File: src/rtl/decimated_sample_streamer.sv
// rtl/decimated_sample_streamer.sv - buffers 16-bit decimated samples and streams them as MSB-first byte pairs
module decimated_sample_streamer #(
    parameter int FIFO_DEPTH = 4
) (
    input  logic                          i_clk,
    input  logic                          i_rst_n,
    input  logic                          i_clear,
    input  logic [15:0]                   i_din,
    input  logic                          i_din_valid,
    output logic [7:0]                    o_dout,
    output logic                          o_dout_valid,
    output logic                          o_dout_last,
    input  logic                          i_dout_ack,
    output logic                          o_overflow,
    output logic [$clog2(FIFO_DEPTH):0]   o_fifo_level
);

    localparam int PTR_W = $clog2(FIFO_DEPTH);
    localparam logic [PTR_W:0] PTR_ONE = {{PTR_W{1'b0}}, 1'b1};

    typedef enum logic [1:0] {
        S_IDLE     = 2'd0,
        S_SEND_MSB = 2'd1,
        S_SEND_LSB = 2'd2
    } state_t;

    logic [15:0]    r_mem [FIFO_DEPTH];
    logic [PTR_W:0] r_wr_ptr;
    logic [PTR_W:0] r_rd_ptr;
    logic [PTR_W:0] r_level;
    logic           r_overflow;
    logic [15:0]    r_hold;
    state_t         r_state;
    state_t         w_state_nxt;
    logic [7:0]     r_dout;
    logic           r_dout_valid;
    logic           r_dout_last;

    logic [7:0]     w_dout_nxt;
    logic           w_valid_nxt;
    logic           w_last_nxt;
    logic           w_pop;
    logic           w_push;
    logic           w_full;
    logic           w_empty;
    logic           w_xfer;
    logic [15:0]    w_head;

    // Extra pointer MSB distinguishes full (MSBs differ) from empty (identical).
    assign w_empty = (r_wr_ptr == r_rd_ptr);
    assign w_full  = (r_wr_ptr[PTR_W] != r_rd_ptr[PTR_W]) &&
                     (r_wr_ptr[PTR_W-1:0] == r_rd_ptr[PTR_W-1:0]);
    assign w_head  = r_mem[r_rd_ptr[PTR_W-1:0]];
    assign w_xfer  = r_dout_valid && i_dout_ack;
    // A pop in the same edge frees the slot the push needs.
    assign w_push  = i_din_valid && !i_clear && (!w_full || w_pop);

    always_ff @(posedge i_clk or negedge i_rst_n) begin
        if (!i_rst_n) begin
            r_state      <= S_IDLE;
            r_dout       <= 8'h00;
            r_dout_valid <= 1'b0;
            r_dout_last  <= 1'b0;
            r_hold       <= 16'h0000;
        end else if (i_clear) begin
            r_state      <= S_IDLE;
            r_dout       <= 8'h00;
            r_dout_valid <= 1'b0;
            r_dout_last  <= 1'b0;
        end else begin
            r_state      <= w_state_nxt;
            r_dout       <= w_dout_nxt;
            r_dout_valid <= w_valid_nxt;
            r_dout_last  <= w_last_nxt;
            if (w_pop) begin
                r_hold <= w_head;
            end
        end
    end

    always_comb begin
        w_state_nxt = r_state;
        case (r_state)
            S_IDLE:     if (!w_empty) w_state_nxt = S_SEND_MSB;
            S_SEND_MSB: if (w_xfer)   w_state_nxt = S_SEND_LSB;
            S_SEND_LSB: if (w_xfer)   w_state_nxt = w_empty ? S_IDLE : S_SEND_MSB;
            default:                  w_state_nxt = S_IDLE;
        endcase
    end

    always_comb begin
        w_dout_nxt  = r_dout;
        w_valid_nxt = r_dout_valid;
        w_last_nxt  = r_dout_last;
        w_pop       = 1'b0;
        case (r_state)
            S_IDLE: begin
                if (!w_empty) begin
                    w_pop       = 1'b1;
                    w_dout_nxt  = w_head[15:8];
                    w_valid_nxt = 1'b1;
                    w_last_nxt  = 1'b0;
                end
            end
            S_SEND_MSB: begin
                if (w_xfer) begin
                    w_dout_nxt = r_hold[7:0];
                    w_last_nxt = 1'b1;
                end
            end
            S_SEND_LSB: begin
                if (w_xfer) begin
                    if (!w_empty) begin
                        w_pop      = 1'b1;
                        w_dout_nxt = w_head[15:8];
                        w_last_nxt = 1'b0;
                    end else begin
                        w_valid_nxt = 1'b0;
                        w_last_nxt  = 1'b0;
                    end
                end
            end
            default: begin
                w_valid_nxt = 1'b0;
                w_last_nxt  = 1'b0;
            end
        endcase
    end

    always_ff @(posedge i_clk or negedge i_rst_n) begin
        if (!i_rst_n) begin
            r_wr_ptr   <= '0;
            r_rd_ptr   <= '0;
            r_level    <= '0;
            r_overflow <= 1'b0;
        end else if (i_clear) begin
            r_wr_ptr   <= '0;
            r_rd_ptr   <= '0;
            r_level    <= '0;
            r_overflow <= 1'b0;
        end else begin
            if (w_push) begin
                r_wr_ptr <= r_wr_ptr + PTR_ONE;
            end
            if (w_pop) begin
                r_rd_ptr <= r_rd_ptr + PTR_ONE;
            end
            if (w_push && !w_pop) begin
                r_level <= r_level + PTR_ONE;
            end else if (w_pop && !w_push) begin
                r_level <= r_level - PTR_ONE;
            end
            if (i_din_valid && !w_push) begin
                r_overflow <= 1'b1;
            end
        end
    end

    always_ff @(posedge i_clk) begin
        if (w_push) begin
            r_mem[r_wr_ptr[PTR_W-1:0]] <= i_din;
        end
    end

    assign o_dout       = r_dout;
    assign o_dout_valid = r_dout_valid;
    assign o_dout_last  = r_dout_last;
    assign o_overflow   = r_overflow;
    assign o_fifo_level = r_level;

endmodule

File: config.mk
export PLATFORM = sky130hd
export DESIGN_NAME = decimated_sample_streamer
export DESIGN_NICKNAME = d
export VERILOG_FILES = /design/src/rtl/decimated_sample_streamer.sv
export SDC_FILE = /design/constraint.sdc
export NUM_CORES = 1
export LEC_CHECK = 0
export BUFFER_PORTS_ARGS = -buffer_cell sky130_fd_sc_hd__buf_4
export CAP_MARGIN = 20
export CORE_UTILIZATION = 35
export DETAILED_ROUTE_END_ITERATION = 8
export GPL_ROUTABILITY_DRIVEN = 0
export MAX_ROUTING_LAYER = met4
export PLACE_DENSITY = 0.56
export SLEW_MARGIN = 40
export SYNTH_ARGS = -nofsm -noshare
export SYNTH_HDL_FRONTEND = slang
export SYNTH_SLANG_ARGS = --single-unit
File: constraint.sdc
create_clock -name i_clk -period 6.25 [get_ports i_clk]
set_clock_uncertainty 0.15 [all_clocks]
set_input_delay 0.3125 -clock i_clk [delete_from_list [all_inputs] [get_ports i_clk]]
set_output_delay 0.3125 -clock i_clk [all_outputs]
set_load 0.05 [all_outputs]
After elaboration in Yosys (flattened, before gate mapping)
Memory sizes are Yosys's and may differ from the RTL's. Cells that the tools add are included.

Output and inout port bits: 14. Bits in registers: 30. Memories kept: 1. RAM bits: 64. Input bits: 21.

Memory list: r_mem (words 4, bits a word 16, read ports 1, clocked after Yosys merged registers in 0, write ports 1, line 27) `logic [15:0] r_mem [FIFO_DEPTH];`.

Bitwise operators: 1. Muxes and demuxes: 35. Add/subtract/negate cells: 4. Reduce and logical (&&, ||, !) cells: 22. Equality and inequality tests: 10.

Operators with widths (number): 2-to-1 mux 8 bit (4); case mux 8 bit (3 select lines) (1); 2-to-1 mux 3 bit (7); 2-to-1 mux 1 bit (15); != test 3 bit (second input constant) (4); adder 3 x 1 -> 3 bit (second input constant) (3); 2-to-1 mux 2 bit (4); logical AND 1 bit (7); case mux 1 bit (3 select lines) (2); case mux 2 bit (3 select lines) (1); AND reduction 3 bit (2); nonzero test 2 bit (3); zero test 1 bit (4); AND reduction 4 bit (1); nonzero test 4 bit (1); equality test 3 bit (1); nonzero test 3 bit (1); subtractor 3 x 1 -> 3 bit (second input constant) (1); equality test 2 x 1 -> 1 bit (second input constant) (1); equality test 2 bit (1); equality test 2 bit (second input constant) (1); zero test 2 bit (1); != test 2 bit (second input constant) (1); case mux 1 bit (2 select lines) (1); 4 further kinds (4).

Logic depth before layout (Yosys ltp)
Depth after elaboration: 11. Depth in mapped cells: 9. Depth with buffers taken out: 9.

Worst setup path after synthesis
OpenSTA, ideal clock, no wires.

Kind: register to register. Start point: reg r_dout_valid (netlist: o_dout_valid). End point: reg r_level[2] (netlist: o_fifo_level[2]). Setup slack: 3.736 ns. Arrival: 2.239 ns. Path buffers: 0. Stages on the path, launching flop included: 8. Cells stage by stage: dfrtp_1 > a31oi_1 > a21bo_2 > nor2b_1 > fa_1 > nor2_1 > a22oi_2 > mux2_4.

Cells in the longest elaborated chain, start to end: 8.

RTL lines: start: declaration (line 36) `logic r_dout_valid;`; start signal: assignment (line 73) `r_dout_valid <= w_valid_nxt;`; logical AND 1 bit (*) (line 54) `assign w_xfer = r_dout_valid && i_dout_ack;`; 2-to-1 mux 1 bit (*) (line 112) `if (w_xfer) begin`; case mux 1 bit (2 select lines) (*) (line 96) `case (r_state)`; logical OR 1 bit (line 56) `assign w_push = i_din_valid && !i_clear && (!w_full || w_pop);`; logical AND 1 bit (line 56); logical AND 1 bit / zero test 1 bit (equally long branches) (line 148, 150); 2-to-1 mux 3 bit / logical AND 1 bit (equally long branches) (line 148, 150); 2-to-1 mux 3 bit / nonzero test 3 bit (equally long branches); end signal: assignment (line 149) `r_level <= r_level + PTR_ONE;`; end signal: assignment (line 151) `r_level <= r_level - PTR_ONE;`; end: declaration (line 30) `logic [PTR_W:0] r_level;`.

Every way passes the cells marked *; elsewhere a longest branch is shown, timed or not. A chain may end at the register's enable or synchronous reset.

Worst setup path after layout
Start point: reg r_state[0]. End point: reg r_level[2] (netlist: o_fifo_level[2]).

Cells in the longest elaborated chain, start to end: 7.

RTL lines: start: declaration (line 33) `state_t r_state;`; start signal: assignment (line 71) `r_state <= w_state_nxt;`; equality test 2 bit / zero test 2 bit (equally long branches) (line 96); case mux 1 bit (2 select lines) (*) (line 96); logical OR 1 bit (line 56); logical AND 1 bit (line 56); logical AND 1 bit / zero test 1 bit (equally long branches) (line 148, 150); 2-to-1 mux 3 bit / logical AND 1 bit (equally long branches) (line 148, 150); 2-to-1 mux 3 bit / nonzero test 3 bit (equally long branches).

Marks and branches as above.

==> summary.md <==
| Metric | Value |
|---|---|
| Vias in the first global route | `2182` |
| Starting Density | `0.358` |
| Worst vdd ir | `186 uV` |
| P per Cell Area | `419 nW/um^2` |
| Htree depth | `3` |
| Hold WS | `20.0 ps` |
| Final hold violation count | `0` |
| Wire per inst | `17.2 um` |
| Relative slew slack | `0.597` |
| Synth Flop Type | `edfxtp_1` |
| Syn Area/Cell | `17.5 sq um` |
| Final WL | `7.23 mm` |
| Area contributors post-synth | `edfxtp_1, dfrtp_1, mux4_2, mux2_2, mux4_1` |
| Share of cells above drive strength 1 | `0.350` |
| Total area of sequential cells | `2670 sq um` |
| Ys async rst share | `0.319` |
| CTS Buf Count | `9` |
| Clock Tree Buf Depth | `2` |
| Flop and latch count out of synthesis | `94` |
| Most frequent cells in the layout | `edfxtp_1, buf_4, dfrtp_1` |
| Initial antenna violation count | `0` |
| Die Span Y | `110 um` |
| Setup_tns | `0 ps` |
| Crit Reg-Reg Endpoint | `o_fifo_level[2]$_DFFE_PN0P_` |
| # port buffers | `34` |
| Post-Layout Cell Count | `420` |
| # rows | `39` |
| Core region area | `11400 sq um` |
| CP max FO | `6` |
| Max-cap viol count | `0` |
| Synthesis Warnings | `0` |
| Endpoint class of the critical path | `flop` |
| Clock root cell | `clkbuf_16` |
| Routed vias | `2087` |
| Seq/Total Area, Yosys | `0.654` |
| Area of the multi-input gates | `1330 sq um` |
| Filler cell count | `1022` |
| Gates resized, CTS repair | `0` |
| Critical path class | `flop to flop` |
| Syn_nets | `266` |
| Slew @ Worst Pin | `604 ps` |
| Drt drc | `0` |
| Largest net degree at the start of global routing | `31` |
| Post-route cell area | `4780 sq um` |
| Number of synthesized flops with an enable pin | `64` |
| Final setup vio count | `0` |
| Outcome | `finished clean` |
| Global-route wire length before repair | `11.6 mm` |
| Type of the worst min-delay path | `input port to flop` |
| Cells on Worst Hold Path | `1` |
| Fmax | `0.371 GHz` |
| Final net count | `304` |
| Diodes inserted | `0` |
| GRT Total Usage | `0.136` |
| Worst setup SP type | `flop` |
| IO Pins | `35` |
| Synth-to-Final Area Change | `16.9%` |
| Drt pass-1 iters | `4` |
| Die width | `110 um` |
| Global route overflow | `0` |
| Final period utilization | `0.431` |
| Post-synth top area cell | `edfxtp_1` |
| Cells after Synth | `234` |
| CTS tree | `built` |
| Commonest non-fill, non-tap cell in the layout | `edfxtp_1` |
| Hold wc startpoint | `i_din[4]` |
| Leak Pwr | `1.79 nW` |
| DP Wirelength | `4.85 mm` |
| DR vias/cell | `4.97` |
| Final min period | `2690 ps` |
| RSZ-0062 raised after global routing | `false` |
| Reg2reg path depth | `9` |
| Total die area | `12100 sq um` |
| Reg2reg start | `r_state[0]$_DFFE_PN0P_` |
| Clk Latency, worst-skew pair | `330 ps` |
| CP arrival | `2760 ps` |
| Clock-pin slew on the worst setup and hold paths | `80 ps` |
| Sinks on Clock Net | `94` |
| Iter 0 DRT Violations | `89` |
| Share of the synthesized area in the top cell type | `0.470` |
| Antenna-violating nets left | `0` |
| Post-place instance area | `4470 sq um` |
| R2r setup slk | `3560 ps` |
| Final slew viol count | `0` |
| Post-synthesis cell area | `4090 sq um` |
| Netlist cell types | `43` |
| Inst Count DP | `403` |
| Critical Path RT | `6320 ps` |
| Worst Hold Path EP | `r_mem[3][4]$_DFFE_PP_` |
[how the worst max path moves through the flow]
| stage | start | end | slack (ps) | depth (start not counted) |
|---|---|---|---|---|
| after floorplan | o_dout_valid$_DFFE_PN0P_ | o_fifo_level[2]$_DFFE_PN0P_ | 3740 | 7 |
| after global placement | r_rd_ptr[1]$_DFFE_PN0P_ | o_fifo_level[2]$_DFFE_PN0P_ | 3360 | 8 |
| after detailed placement | r_state[0]$_DFFE_PN0P_ | r_mem[1][15]$_DFFE_PP_ | 3490 | 7 |
| after CTS | r_state[0]$_DFFE_PN0P_ | r_mem[2][3]$_DFFE_PP_ | 3490 | 7 |
| after global routing | r_state[1]$_DFFE_PN0P_ | o_dout[6]$_DFFE_PN0P_ | 3390 | 7 |
| final | r_state[0]$_DFFE_PN0P_ | o_fifo_level[2]$_DFFE_PN0P_ | 3560 | 9 |
[cell type report]
class / instances / area share
timing repair buffer: 36 / 0.0571
sequential: 94 / 0.560
multi-input combinational: 124 / 0.278
clock buffer: 9 / 0.0471
inverter: 7 / 0.00550
clock inverter: 7 / 0.0149
tap: 143 / 0.0375
[where the power goes]
group	switching, mW	internal [mW]
sequential	0.0633	0.746
clock	0.251	0.284
combinational	0.356	0.301
[per-layer routing]
metal | global-route usage | wire length [um] | up-vias
met2 | 0.207 | 3440 | 29
li1 | - | - | 980
met3 | 0.0212 | 136 | 7
met4 | 0.0514 | 96 | 0
met1 | 0.183 | 3560 | 1071
met5 | - | 0 | -
[cell usage after synthesis (3+ instances only)]
library cell,number
a21oi_1,3
xor2_1,3
inv_1,7
buf_6,4
mux2_2,16
mux4_2,11
edfxtp_1,64
mux4_1,5
nor2_1,19
nand4_1,3
clkbuf_1,5
dfrtp_1,30
and2_1,5
a22o_1,8
ha_1,10
nand2_1,5
[state kept, by name, indices dropped and copies added (netlist names)]
name          cells
o_overflow        1
o_dout            8
r_state           2
r_wr_ptr          3
o_dout_valid      1
o_fifo_level      3
r_hold            8
r_mem            64
r_rd_ptr          3
o_dout_last       1
[worst max-delay path, stage by stage, from the launching register on]
cell	delay, ps
dfrtp_1	420
inv_1	80
ha_1	270
a31oi_1	450
a21bo_2	300
nor2b_1	170
fa_1	220
nor2_1	60
a22oi_2	140
mux2_4	310
[through the flow]
| stage | total power, mW | setup slack [ps] | utilization |
|---|---|---|---|
| 2_1_floorplan | 1.34 | 3740 | - |
| 3_3_place_gp | 1.48 | 3360 | 0.391 |
| 3_5_place_dp | 1.49 | 3490 | 0.391 |
| 4_1_cts | 2.02 | 3490 | 0.418 |
| 5_1_grt | 2.11 | 3390 | 0.418 |
| 6_report | 2.00 | 3560 | 0.418 |
[repair_timing]
item                                   4_1_cts  5_1_grt
hold buffers                                 1        0
endpoints found under the hold margin       30        0
buffers inserted                             0        0
[cell families after synthesis]
logic type               count (synthesis)  share of synthesized area
flip-flops                              94                      0.654
AND/OR/NAND/NOR                         43                     0.0521
multiplexers                            36                      0.149
AO/OA/AOI/OAI                           26                     0.0591
buffers and inverters                   16                     0.0220
adder cells (fa/ha/maj)                 11                     0.0355
XOR/XNOR                                 8                     0.0282
No activity file was read; power rests on OpenSTA's default activity.
